`config.mk`:
```
export PLATFORM = sky130hd
export DESIGN_NAME = mem_access
export DESIGN_NICKNAME = d
export VERILOG_FILES = /design/src/rtl/mem_access.sv
export SDC_FILE = /design/constraint.sdc
export NUM_CORES = 1
export LEC_CHECK = 0
export ABC_CLOCK_PERIOD_IN_PS = 2300
export CORE_AREA = 2 2 150 152
export CTS_BUF_LIST = sky130_fd_sc_hd__clkbuf_4
export DETAILED_ROUTE_END_ITERATION = 16
export DIE_AREA = 0 0 152 154
export DONT_BUFFER_PORTS = 1
export PLACE_DENSITY = 0.4
export SYNTH_ARGS = -nofsm -noshare
export SYNTH_HDL_FRONTEND = slang
export SYNTH_SLANG_ARGS = --single-unit
```
`constraint.sdc`:
```
create_clock -name clk -period 2.3 [get_ports clk]
set_input_delay 0.23 -clock clk [delete_from_list [all_inputs] [get_ports clk]]
set_output_delay 0.23 -clock clk [all_outputs]
set_load 0.05 [all_outputs]
```
`src/rtl/mem_access.sv`:
```
// mem_access: memory-access stage between ex_mem and mem_wb; runs byte/half/word
//   loads and stores over a req/ack bus and formats load data for writeback.
// Latency: non-memory ops pass through combinationally; an aligned memory op takes
//   IDLE->REQ(n cycles)->DONE, so at least 3 cycles with an ack in the first REQ cycle.
// Backpressure: stall_req holds ex_mem and earlier stages while an access is in
//   flight; a missing ack is aborted after ACK_TIMEOUT REQ cycles and flagged on bus_err.
//
// Ports:
//   clk, rst            clock, asynchronous active-low reset
//   ex_*                instruction fields from the ex_mem register
//   mem_*               fields toward mem_wb
//   stall_req           upstream hold request
//   addr_err, bus_err   misaligned access flag (comb), bus timeout pulse
//   bus_*               registered req/ack data bus (big-endian byte lanes)
module mem_access #(
    parameter int ACK_TIMEOUT = 16
) (
    input  logic        clk,
    input  logic        rst,

    input  logic        ex_wReg,
    input  logic [4:0]  ex_wAddr,
    input  logic [31:0] ex_wData,
    input  logic        ex_wHiLo,
    input  logic [31:0] ex_hiData,
    input  logic [31:0] ex_loData,
    input  logic [3:0]  ex_memOp,
    input  logic [31:0] ex_memAddr,
    input  logic [31:0] ex_storeData,

    output logic        mem_wReg,
    output logic [4:0]  mem_wAddr,
    output logic [31:0] mem_wData,
    output logic        mem_wHiLo,
    output logic [31:0] mem_hiData,
    output logic [31:0] mem_loData,

    output logic        stall_req,
    output logic        addr_err,
    output logic        bus_err,

    output logic        bus_req,
    output logic        bus_we,
    output logic [31:0] bus_addr,
    output logic [3:0]  bus_sel,
    output logic [31:0] bus_wdata,
    input  logic [31:0] bus_rdata,
    input  logic        bus_ack
);

    // Memory op encodings on ex_memOp; anything else is a non-memory instruction.
    localparam logic [3:0] OP_LB  = 4'd1;
    localparam logic [3:0] OP_LBU = 4'd2;
    localparam logic [3:0] OP_LH  = 4'd3;
    localparam logic [3:0] OP_LHU = 4'd4;
    localparam logic [3:0] OP_LW  = 4'd5;
    localparam logic [3:0] OP_SB  = 4'd6;
    localparam logic [3:0] OP_SH  = 4'd7;
    localparam logic [3:0] OP_SW  = 4'd8;

    // Counter wide enough to hold ACK_TIMEOUT-1 (at least one bit).
    localparam int CW = (ACK_TIMEOUT > 1) ? $clog2(ACK_TIMEOUT) : 1;
    localparam logic [CW-1:0] CNT_MAX = CW'(ACK_TIMEOUT - 1);

    typedef enum logic [1:0] {
        IDLE = 2'd0,
        REQ  = 2'd1,
        DONE = 2'd2
    } state_t;

    state_t         state_q;
    logic           bus_req_q;
    logic           bus_we_q;
    logic [31:0]    bus_addr_q;
    logic [3:0]     bus_sel_q;
    logic [31:0]    bus_wdata_q;
    logic [31:0]    rdata_q;
    logic [CW-1:0]  cnt_q;
    logic           err_q;

    // ------------------------------------------------------------------
    // Op decode
    // ------------------------------------------------------------------
    logic is_load, is_store, is_byte, is_half, is_word, is_mem;
    logic misaligned, op_go;

    always_comb begin
        is_load  = (ex_memOp == OP_LB) || (ex_memOp == OP_LBU) || (ex_memOp == OP_LH) ||
                   (ex_memOp == OP_LHU) || (ex_memOp == OP_LW);
        is_store = (ex_memOp == OP_SB) || (ex_memOp == OP_SH) || (ex_memOp == OP_SW);
        is_byte  = (ex_memOp == OP_LB) || (ex_memOp == OP_LBU) || (ex_memOp == OP_SB);
        is_half  = (ex_memOp == OP_LH) || (ex_memOp == OP_LHU) || (ex_memOp == OP_SH);
        is_word  = (ex_memOp == OP_LW) || (ex_memOp == OP_SW);
        is_mem   = is_load || is_store;
        misaligned = (is_half && ex_memAddr[0]) || (is_word && (ex_memAddr[1:0] != 2'b00));
        op_go      = is_mem && !misaligned;
    end

    // ------------------------------------------------------------------
    // Next bus-register values captured when an access is launched
    // ------------------------------------------------------------------
    logic [3:0]  bus_sel_d;
    logic [31:0] bus_wdata_d;
    logic [31:0] bus_addr_d;

    always_comb begin
        bus_addr_d = {ex_memAddr[31:2], 2'b00};
        bus_sel_d  = 4'b0000;
        if (is_byte) begin
            // Big-endian: byte 0 of the word lives in bits [31:24].
            case (ex_memAddr[1:0])
                2'b00:   bus_sel_d = 4'b1000;
                2'b01:   bus_sel_d = 4'b0100;
                2'b10:   bus_sel_d = 4'b0010;
                default: bus_sel_d = 4'b0001;
            endcase
        end else if (is_half) begin
            bus_sel_d = ex_memAddr[1] ? 4'b0011 : 4'b1100;
        end else if (is_word) begin
            bus_sel_d = 4'b1111;
        end

        // Replicate narrow store data across all lanes; bus_sel picks the live one.
        if (ex_memOp == OP_SB) begin
            bus_wdata_d = {4{ex_storeData[7:0]}};
        end else if (ex_memOp == OP_SH) begin
            bus_wdata_d = {2{ex_storeData[15:0]}};
        end else begin
            bus_wdata_d = ex_storeData;
        end
    end

    // ------------------------------------------------------------------
    // FSM and registered bus outputs
    // ------------------------------------------------------------------
    always_ff @(posedge clk or negedge rst) begin
        if (!rst) begin
            state_q     <= IDLE;
            bus_req_q   <= 1'b0;
            bus_we_q    <= 1'b0;
            bus_addr_q  <= 32'd0;
            bus_sel_q   <= 4'd0;
            bus_wdata_q <= 32'd0;
            rdata_q     <= 32'd0;
            cnt_q       <= '0;
            err_q       <= 1'b0;
        end else begin
            case (state_q)
                IDLE: begin
                    if (op_go) begin
                        state_q     <= REQ;
                        bus_req_q   <= 1'b1;
                        bus_we_q    <= is_store;
                        bus_addr_q  <= bus_addr_d;
                        bus_sel_q   <= bus_sel_d;
                        bus_wdata_q <= bus_wdata_d;
                        cnt_q       <= '0;
                        err_q       <= 1'b0;
                    end
                end
                REQ: begin
                    if (bus_ack) begin
                        bus_req_q <= 1'b0;
                        bus_we_q  <= 1'b0;
                        rdata_q   <= bus_rdata;
                        state_q   <= DONE;
                    end else if (cnt_q == CNT_MAX) begin
                        // No ack within the budget: abandon the access and flag it.
                        bus_req_q <= 1'b0;
                        bus_we_q  <= 1'b0;
                        err_q     <= 1'b1;
                        state_q   <= DONE;
                    end else begin
                        cnt_q <= cnt_q + 1'b1;
                    end
                end
                DONE: begin
                    state_q <= IDLE;
                    err_q   <= 1'b0;
                end
                default: state_q <= IDLE;
            endcase
        end
    end

    // ------------------------------------------------------------------
    // Load data formatting from the captured read word
    // ------------------------------------------------------------------
    logic [7:0]  ld_byte;
    logic [15:0] ld_half;
    logic [31:0] ld_data;

    always_comb begin
        case (ex_memAddr[1:0])
            2'b00:   ld_byte = rdata_q[31:24];
            2'b01:   ld_byte = rdata_q[23:16];
            2'b10:   ld_byte = rdata_q[15:8];
            default: ld_byte = rdata_q[7:0];
        endcase
        ld_half = ex_memAddr[1] ? rdata_q[15:0] : rdata_q[31:16];

        case (ex_memOp)
            OP_LB:   ld_data = {{24{ld_byte[7]}}, ld_byte};
            OP_LBU:  ld_data = {24'd0, ld_byte};
            OP_LH:   ld_data = {{16{ld_half[15]}}, ld_half};
            OP_LHU:  ld_data = {16'd0, ld_half};
            default: ld_data = rdata_q;
        endcase
    end

    // ------------------------------------------------------------------
    // Writeback/stall outputs
    // ------------------------------------------------------------------
    always_comb begin
        mem_wReg   = ex_wReg;
        mem_wAddr  = ex_wAddr;
        mem_wData  = ex_wData;
        mem_wHiLo  = ex_wHiLo;
        mem_hiData = ex_hiData;
        mem_loData = ex_loData;
        stall_req  = 1'b0;
        bus_err    = 1'b0;

        case (state_q)
            IDLE: begin
                if (misaligned) begin
                    mem_wReg = 1'b0;
                end else if (op_go) begin
                    // Bubble into mem_wb until the access completes.
                    stall_req = 1'b1;
                    mem_wReg  = 1'b0;
                    mem_wHiLo = 1'b0;
                end
            end
            REQ: begin
                stall_req = 1'b1;
                mem_wReg  = 1'b0;
                mem_wHiLo = 1'b0;
            end
            DONE: begin
                // ex_* still holds the stalled instruction here.
                if (is_load) begin
                    mem_wData = ld_data;
                end
                if (err_q) begin
                    mem_wReg = 1'b0;
                    bus_err  = 1'b1;
                end
            end
            default: ;
        endcase
    end

    assign addr_err  = misaligned;
    assign bus_req   = bus_req_q;
    assign bus_we    = bus_we_q;
    assign bus_addr  = bus_addr_q;
    assign bus_sel   = bus_sel_q;
    assign bus_wdata = bus_wdata_q;

endmodule

```
==> reports/qor.yml, run 1 <==
die:
  fp.coreArea_um2: 21700
  chipWidth_um: 152
  ios: 382
  fp.dieArea_um2: 23400
  start_util_pct: 28.7
  row_count: 54
  die_h_um: 154
critical_path:
  crit_buf_inv: 2
  crit_type: "reg -> out"
  path_max_fanout: 16
  cp_top_family: "multiplexers"
  cp_slowest_cell: "mux4_2"
  arrival_ps: 2300
  cp-end-kind: "output pin"
  critical_path.startpoint_type: "flip-flop"
  cp_cell_sequence: "mux4_2, nor2_4, a2111oi_4, buf_12, a221o_2, buf_12"
  cp.required_ps: 2070
  max_stage_delay_ps: 520
  path_common_cell: "buf_12"
clock_tree:
  tritoncts: "yes"
  clk_latency_ps: 490
  clock-sinks: 107
  path_clk_slew_ps: 200
  cts_buffers: 9
  hold_buffers: 96
  clock-root-buffer: "clkbuf_4"
  htree_levels: 3
  ctsLongestPathBuffers: 2
drt:
  wl_per_cell_um: 22.5
  wl_met3_mm: 1.79
  num_vias: 4520
  remaining_drc_errors: 0
  firstDrtPassIters: 4
  wl_mm: 20.0
  antenna_left: 0
  top_layer_used: "met4"
  via_per_inst: 5.08
  wl_met1_mm: 7.62
  met2_length_mm: 10.3
  drt_first_iter_violations: 184
synthesis:
  synthFlopType: "dfrtp_1"
  ys_seq_area_share_pct: 43.0
  syn_inst: 536
  syn_area_per_cell_um2: 11.6
  yosys_warnings: 0
  synth_seq_cells: 107
  synthesis.area_um2: 6230
  synthArstFlopShare_pct: 100
  synth_edf_count: 0
  ys_types: 50
placement:
  io_buffers: 0
  hpwl_mm: 14.1
  post-place-ws_ps: -111
  gp_congestion: 0.761
  dpl_cell_area_um2: 6750
grt:
  gr-total-overflow: 0
  track_usage_pct: 16.7
  grt_pass1_vias: 4927
  grt_pass1_wl_mm: 30.3
  antenna_found_initial: 1
  grt_start_max_net_pins: 108
sta:
  setup_viol: 28
  period_needed_ps: 2530
  slew_violations: 0
  relSlewSlack_pct: 50.5
  worst_hold_slack_ps: -608
  worst_pin_slew_ps: 742
  max_freq_ghz: 0.395
  period_share_pct: 110
  tns_ps: -4670
  hold_viol: 107
  rsz0062_at_grt: "yes"
  worst_clock_skew_ps: 18.9
  timing.final.ws_setup_ps: -229
flow_run:
  cap_violations: 0
outcome:
  status: "finished with violations"
  violations: "hold timing, setup timing"
finish:
  mostFrequentLayoutCells: "dfrtp_1 (107), dlygate4sd3_1 (96), mux2_2 (47)"
  layout_commonest_cell: "dfrtp_1"
  layout-drive-gt1-share_pct: 35.0
  final_area_um2: 8230
  nets: 811
  seq_area_um2: 2680
  multi_input_area_um2: 3200
  n_fill_cell: 2076
  syn2layout_area_growth_pct: 32.0
hold_path:
  hp-class: "in -> async"
power_and_ir_drop:
  cellPowerDensity_nw_per_um2: 1060
  p_leak_nw: 3.44
  max-vdd-ir-drop_mv: 0.692
==> repair_timing <==
| action | 4_1_cts | 5_1_grt |
|---|---|---|
| setup buffers | 6 | 7 |
| endpoints found under the setup margin | 35 | 34 |
| resized for setup | 37 | 2 |
| cloned | 1 | 0 |
| pin swaps | 10 | 2 |
| hold endpoints to repair | 203 | 107 |
==> registers in the layout (all words and copies together), names as in the netlist <==
name / cells
err_q: 1
bus_req: 1
bus_wdata: 32
state_q: 2
bus_we: 1
rdata_q: 32
bus_sel: 4
bus_addr: 30
cnt_q: 4
==> report_power, final <==
| group | internal, mW | switching (mW) |
|---|---|---|
| registers | 2.62 | 2.43 |
| clock network | 0.363 | 0.753 |
| logic | 1.44 | 1.07 |
| total | 4.43 | 4.25 |
==> cell usage after synthesis, types with 2 or more instances <==
cell type | number | area, um^2
inv_1 | 5 | 18.8
buf_6 | 5 | 56.3
o21ai_0 | 18 | 90.1
mux2i_1 | 9 | 90.1
nor2_1 | 29 | 109
o2bb2ai_1 | 2 | 17.5
a221oi_1 | 8 | 70.1
a31oi_1 | 11 | 68.8
clkbuf_1 | 19 | 71.3
or3b_1 | 3 | 26.3
nand3b_1 | 3 | 22.5
or4b_1 | 2 | 20.0
a221o_1 | 16 | 160
buf_1 | 4 | 15.0
mux2_4 | 30 | 450
mux2_2 | 47 | 529
nor3b_1 | 2 | 15.0
nand3_1 | 2 | 10.0
nand2b_1 | 4 | 25.0
mux2_1 | 41 | 462
buf_2 | 5 | 25.0
mux4_2 | 8 | 180
a22o_1 | 4 | 35.0
buf_4 | 71 | 533
a21oi_1 | 15 | 75.1
dfrtp_1 | 107 | 2680
nand2_1 | 40 | 150
nor2b_1 | 2 | 12.5
a22oi_1 | 2 | 15.0
nor3_1 | 2 | 10.0
==> stage by stage <==
stage	instances	power [mW]	utilization, %
floorplan	537	6.83	-
global placement	763	7.22	31.1
detailed placement	763	7.25	31.1
CTS	882	8.74	37.6
global route	890	9.12	37.9
finish	890	8.68	37.9
==> logic make-up after synthesis <==
group | synth area share [%]
AND/OR/NAND/NOR | 7.37
buffers and inverters | 11.5
AO/OA/AOI/OAI | 10.2
other | 0.0602
multiplexers | 27.5
flip-flops | 43.0
adder cells (fa/ha/maj) | 0.201
XOR/XNOR | 0.141
==> per-layer routing <==
layer  GRT usage, %  vias to the layer above
met1           18.7                     2277
met4           4.76                        0
met2           29.2                      215
li1               -                     1997
met5              0                        -
met3           7.05                       31
==> layout make-up <==
class	instances	share of cell area, %
antenna	1	0.0304
clock buffer	9	0.821
clock inverter	7	1.13
inverter	5	0.228
multi-input combinational	321	38.9
sequential	107	32.6
tap	280	4.26
timing repair buffer	160	22.1
==> worst paths after layout <==
kind,slack (ps),cells after the start,start,to
setup / recovery,-230,6,rdata_q[7]$_DFFE_PN0P_,mem_wData[25]
hold / removal,-610,0,rst,bus_addr[13]$_DFFE_PN0P_
setup reg to reg,370,5,state_q[0]$_DFFE_PN0P_,bus_wdata[2]$_DFFE_PN0P_
hold reg to reg,550,2,err_q$_DFFE_PN0P_,err_q$_DFFE_PN0P_
max in group asynchronous,2700,0,rst,rdata_q[26]$_DFFE_PN0P_
min in group clk,40,3,ex_storeData[7],bus_wdata[31]$_DFFE_PN0P_
No activity file was read; power rests on OpenSTA's default activity.
==> inputs of run 2 (changes only) <==
- ABC_CLOCK_PERIOD_IN_PS: 2300 -> 3100
- CORE_AREA: 2 2 150 152 -> 5 5 145 147
- DIE_AREA: 0 0 152 154 -> 0 0 150 152
- PLACE_DENSITY: 0.4 -> 0.44
- clock period: 2.3 -> 3.1 ns (I/O delays scaled with it)
==> reports/qor.yml, run 2 (synthesis gave the netlist of run 1 again) <==
power_and_ir_drop:
  swShare_pct: 49.7  # +0.66 points
  cellPowerDensity_nw_per_um2: 806  # -24%
  internal_power_mw: 3.04  # -31%
  finalPower_mw: 6.03  # -31%
  max-vdd-ir-drop_mv: 0.436  # -37%
  pwr-share-clk_pct: 11.8  # -1.1 points
  p_sw_mw: 3.00  # -30%
  power_frac_seq_pct: 62.3  # +4.1 points
  p_leak_nw: 3.20  # -7.1%
  combPwrFrac_pct: 25.9  # -3.0 points
critical_path:
  cp-end-kind: "output pin"
  cp_slowest_cell: "dfrtp_2"
  crit_type: "reg -> out"
  cp_cell_sequence: "nand2b_2, a2111o_1, buf_4, nor2_2, buf_6, a221o_1, buf_12"
  path_max_fanout: 25  # +9
  critical_path.startpoint_type: "flip-flop"
  max_stage_delay_ps: 440  # -80 ps
  cp.required_ps: 2790  # +720 ps
  arrival_ps: 2600  # +300 ps
sta:
  relSlewSlack_pct: 48.0  # -2.4 points
  hold_viol: 0  # -100%
  tns_ps: 0  # +4670 ps
  period_needed_ps: 2910
  rsz0062_at_grt: "no"
  setup_viol: 0  # -100%
  slew_violations: 0  # unchanged
  period_share_pct: 93.9
  max_freq_ghz: 0.343
  worst_clock_skew_ps: 22.8  # +3.91 ps
  worst_pin_slew_ps: 777  # +34.4 ps
die:
  chipWidth_um: 150  # -1.3%
  fp.coreArea_um2: 19800  # -8.8%
  ios: 382  # unchanged
  die_h_um: 152  # -1.3%
  row_count: 52  # -3.7%
  fp.dieArea_um2: 22800  # -2.6%
  start_util_pct: 31.5  # +2.8 points
clock_tree:
  cts_buffers: 9  # unchanged
  clock-root-buffer: "clkbuf_4"
  clock-sinks: 107  # unchanged
  tritoncts: "yes"
  clk_latency_ps: 500  # about the same
  htree_levels: 3  # unchanged
  path_clk_slew_ps: 160  # -40 ps
  ctsLongestPathBuffers: 2  # unchanged
drt:
  firstDrtPassIters: 4  # unchanged
  wl_per_cell_um: 22.1  # -1.9%
  remaining_drc_errors: 0  # unchanged
  drt_first_iter_violations: 251  # +36%
  antenna_left: 0  # unchanged
  num_vias: 4374  # -3.2%
  wl_mm: 18.8  # -6.1%
  via_per_inst: 5.13  # +1.1%
outcome:
  status: "finished clean"
finish:
  seq_area_um2: 2680  # about the same
  layout-drive-gt1-share_pct: 28.0  # -7.0 points
  antennaDiodeCount: 0  # -1
  layout_commonest_cell: "dfrtp_1"
  nets: 784  # -3.3%
  syn2layout_area_growth_pct: 20.1
  mostFrequentLayoutCells: "dfrtp_1 (106), dlygate4sd3_1 (82), mux2_2 (47)"
  multi_input_area_um2: 2870  # -10%
  n_fill_cell: 1953  # -5.9%
grt:
  grt_pass1_wl_mm: 28.6  # -5.6%
  antenna_found_initial: 0  # -1
  track_usage_pct: 16.0  # -0.67 points
  gr-total-overflow: 0  # unchanged
  grt_pass1_vias: 4685  # -4.9%
  grt_start_max_net_pins: 108  # unchanged
hold_path:
  hp-class: "in -> reg"
placement:
  gp_congestion: 0.807  # +6.0%
  hpwl_mm: 13.8  # -2.3%
  io_buffers: 0  # unchanged
flow_run:
  cap_violations: 0  # unchanged
-- run 2: cell count changes in the layout (fill, tap and decap cells not counted), moves of 8 or more --
cell / delta
a221o_2: -10
a221o_1: +10
a31oi_1: +8
dlygate4sd3_1: -14
a221oi_1: +8
a221oi_4: -8
buf_6: -10
a21oi_1: +8
-- run 2: final timing paths --
check / start / endpoint / slack, ps / depth (start not counted)
worst max-delay path: state_q[0]$_DFFE_PN0P_ / mem_wData[20] / 190 / 7
worst min-delay path: ex_memOp[2] / bus_we$_DFFE_PN0P_ / 50 / 2
worst max register to register: state_q[1]$_DFFE_PN0P_ / bus_wdata[23]$_DFFE_PN0P_ / 1180 / 4
worst min register to register: err_q$_DFFE_PN0P_ / err_q$_DFFE_PN0P_ / 540 / 2
max in group asynchronous: rst / bus_wdata[24]$_DFFE_PN0P_ / 2210 / 2
min in group asynchronous: rst / bus_addr[31]$_DFFE_PN0P_ / 300 / 2
-- run 2: layer usage --
layer  share of wire (%)  GRT usage (%)  vias to the layer above
met4                 2.1           5.14                        2
met3                  14           8.64                       47
li1                    -              -                     1936
met5                0.44           2.83                        -
met2                  46           25.1                      269
met1                  37           18.6                     2120
-- run 2: layout make-up --
type | instances | share of cell area (%)
well taps | 270 | 4.52
clock inverters | 7 | 0.819
inverters | 5 | 0.251
clock buffers | 9 | 0.903
multi-input cells | 321 | 38.3
flip-flops and latches | 107 | 35.8
repair buffers | 133 | 19.4
-- run 2: power by group through the flow --
stage          Sequential (mW)  Clock (mW)  Combinational [mW]
2_1_floorplan             3.56           0                1.44
3_3_place_gp              3.79           0                1.41
3_5_place_dp              3.79           0                1.45
4_1_cts                   3.76       0.748                1.58
5_1_grt                   3.83       0.807                1.69
6_report                  3.76       0.709                1.56
-- run 2: worst max-delay path, delay by kind of cell (launching register included) --
kind | cells | cell delay, ps
buf+inv | 3 | 580
compound gates | 2 | 700
simple gates | 2 | 390
flops | 1 | 440
-- run 2: metrics by stage --
stage | instance area (um^2) | worst slack [ps] | std cells | hold slack, ps | util (%)
5_1_grt | 7480 | 19.1 | 852 | 0.0536 | 37.8
2_1_floorplan | 6230 | 197 | 537 | 14.4 | -
6_report | 7480 | 188 | 852 | 50.0 | 37.8
3_3_place_gp | 6470 | 503 | 751 | 17.7 | 32.7
4_1_cts | 7390 | 57.8 | 844 | 3.64 | 37.3
3_5_place_dp | 6470 | 467 | 751 | 17.3 | 32.7
-- run 2: timing repair --
action / in CTS / in global routing
hold endpoints to repair: 181 / 4
hold buffers: 76 / 7
setup endpoints to repair: 18 / 15
buffers inserted: 1 / 1
resized for setup: 2 / 2
pin swaps: 1 / 2
==> inputs of run 3 (changes only) <==
- PLACE_DENSITY: 0.44 -> not set
- PLACE_DENSITY_LB_ADDON: not set -> 0.3
==> reports/qor.yml, run 3 (synthesis gave the netlist of run 1 again) <==
drt:
  wl_per_cell_um: 24.6  # +11%
  wl_met3_mm: 3.12  # +21%
  firstDrtPassIters: 5  # +1
  wl_met1_mm: 7.01  # -0.53%
  wl_mm: 20.7  # +9.9%
  via_per_inst: 5.28  # +2.8%
  drt_first_iter_violations: 297  # +18%
  met2_length_mm: 10.1  # +16%
  num_vias: 4442  # +1.6%
  remaining_drc_errors: 0  # unchanged
  top_layer_used: "met5"
  antenna_left: 0  # unchanged
placement:
  io_buffers: 0  # unchanged
  hpwl_mm: 15.6  # +13%
  post-place-ws_ps: 551  # +84.0 ps
  gp_congestion: 0.835  # +3.5%
  dpl_cell_area_um2: 6440  # -0.46%
critical_path:
  crit_buf_inv: 3  # unchanged
  critical_path.startpoint_type: "flip-flop"
  path_common_cell: "buf_4"
  cp-end-kind: "output pin"
  arrival_ps: 2560  # -40 ps
  crit_type: "reg -> out"
  cp_slowest_cell: "dfrtp_2"
  path_max_fanout: 24  # -4.0%
  cp.required_ps: 2790  # about the same
  cp_cell_sequence: "nand2b_2, a2111o_1, buf_4, a21oi_1, buf_4, a31oi_1, buf_4"
  cp_top_family: "compound AO/OA/AOI/OAI gates"
  max_stage_delay_ps: 470  # +30 ps
power_and_ir_drop:
  power_frac_seq_pct: 62.8  # +0.5 points
  pwr-share-clk_pct: 11.4  # -0.4 points
  internal_power_mw: 3.03  # -0.26%
  max-vdd-ir-drop_mv: 0.525  # +21%
  cellPowerDensity_nw_per_um2: 817  # +1.3%
  p_leak_nw: 3.14  # -1.7%
  swShare_pct: 49.6  # about the same
  p_sw_mw: 2.99  # -0.33%
  combPwrFrac_pct: 25.8  # about the same
sta:
  max_freq_ghz: 0.348  # +1.4%
  worst_clock_skew_ps: 13.2  # -9.66 ps
  setup_viol: 0  # unchanged
  relSlewSlack_pct: 47.7  # -0.31 points
  period_needed_ps: 2870  # -39.3 ps
  period_share_pct: 92.7  # -1.3 points
  timing.final.ws_setup_ps: 228  # +39.3 ps
  slew_violations: 0  # unchanged
  rsz0062_at_grt: "no"
  tns_ps: 0  # unchanged
  hold_viol: 0  # unchanged
  worst_pin_slew_ps: 781  # +4.64 ps
die:
  fp.dieArea_um2: 22800  # unchanged
  chipWidth_um: 150  # unchanged
  ios: 382  # unchanged
  start_util_pct: 31.5  # unchanged
  row_count: 52  # unchanged
  die_h_um: 152  # unchanged
  fp.coreArea_um2: 19800  # unchanged
finish:
  seq_area_um2: 2680  # about the same
  layout-drive-gt1-share_pct: 28.2  # +0.24 points
  final_area_um2: 7370  # -1.5%
  layout_commonest_cell: "dfrtp_1"
  mostFrequentLayoutCells: "dfrtp_1 (105), dlygate4sd3_1 (73), mux2_2 (47)"
  multi_input_area_um2: 2870  # unchanged
  nets: 772  # -1.5%
  syn2layout_area_growth_pct: 18.3
  n_fill_cell: 1932  # -1.1%
clock_tree:
  cts_buffers: 9  # unchanged
  tritoncts: "yes"
  clock-root-buffer: "clkbuf_4"
  htree_levels: 3  # unchanged
  path_clk_slew_ps: 180  # +20 ps
  clock-sinks: 107  # unchanged
  ctsLongestPathBuffers: 2  # unchanged
  clk_latency_ps: 460  # -40 ps
grt:
  gr-total-overflow: 0  # unchanged
  antenna_found_initial: 1  # +1
  grt_start_max_net_pins: 108  # unchanged
  track_usage_pct: 17.4  # +1.4 points
  grt_pass1_wl_mm: 30.4  # +6.5%
  grt_pass1_vias: 4713  # +0.60%
hold_path:
  hp-class: "in -> reg"
flow_run:
  cap_violations: 0  # unchanged
outcome:
  status: "finished clean"
-- run 3: cell types whose count changed in the layout (fill, tap and decap cells not counted), sizes merged --
| cell | previous run | this run |
|---|---|---|
| diode | 0 | 2 |
| inv | 8 | 7 |
| clkbuf | 9 | 10 |
| dlygate4sd3 | 82 | 73 |
| buf | 51 | 48 |
-- run 3: path summary, 6_finish.rpt --
check / start / slack (ps) / cells after the start / end
hold reg to reg: err_q$_DFFE_PN0P_ / 550 / 2 / err_q$_DFFE_PN0P_
setup reg to reg: cnt_q[0]$_DFFE_PN0P_ / 1220 / 5 / cnt_q[3]$_DFFE_PN0P_
setup / recovery: state_q[0]$_DFFE_PN0P_ / 230 / 7 / mem_wData[15]
max in group asynchronous: rst / 2260 / 2 / state_q[1]$_DFFE_PN0P_
hold / removal: ex_storeData[24] / 60 / 3 / bus_wdata[24]$_DFFE_PN0P_
min in group asynchronous: rst / 420 / 2 / bus_wdata[18]$_DFFE_PN0P_
-- run 3: power groups by stage --
stage | logic (mW) | clock network (mW) | registers [mW]
3_5_place_dp | 1.44 | 0 | 3.81
6_report | 1.55 | 0.687 | 3.78
5_1_grt | 1.68 | 0.781 | 3.86
4_1_cts | 1.55 | 0.729 | 3.79
2_1_floorplan | 1.44 | 0 | 3.56
3_3_place_gp | 1.39 | 0 | 3.80
-- run 3: worst min-delay path, cell delays in order --
cell     delay, ps
nand2_1         30
o21ai_0         50
mux2_1         110
-- run 3: layout make-up --
class,count,area share (%)
diodes,2,0.0679
clock buffers,10,1.02
clock inverters,6,0.662
inverters,5,0.255
multi-input cells,321,38.9
flip-flops and latches,107,36.4
well taps,270,4.59
repair buffers,121,18.1
-- run 3: metal layers --
layer,up-vias,GRT usage (%)
met5,-,1.30
met4,2,5.19
met3,35,9.53
met2,327,29.4
met1,2157,18.5
li1,1921,-
-- run 3: per-stage QoR --
step	cells	hold slack [ps]	utilization, %	power (mW)
2_1_floorplan	537	14.4	-	5.00
3_3_place_gp	747	18.6	32.5	5.19
3_5_place_dp	747	17.8	32.5	5.24
4_1_cts	837	6.46	37.0	6.07
5_1_grt	841	23.4	37.2	6.32
6_report	842	64.9	37.2	6.02
-- run 3: timing repair --
item,4_1_cts,5_1_grt
endpoints found under the setup margin,5,19
gates resized for setup,2,2
hold buffers,74,0
hold endpoints to repair,179,0
setup buffers,0,3
pin swaps,0,1
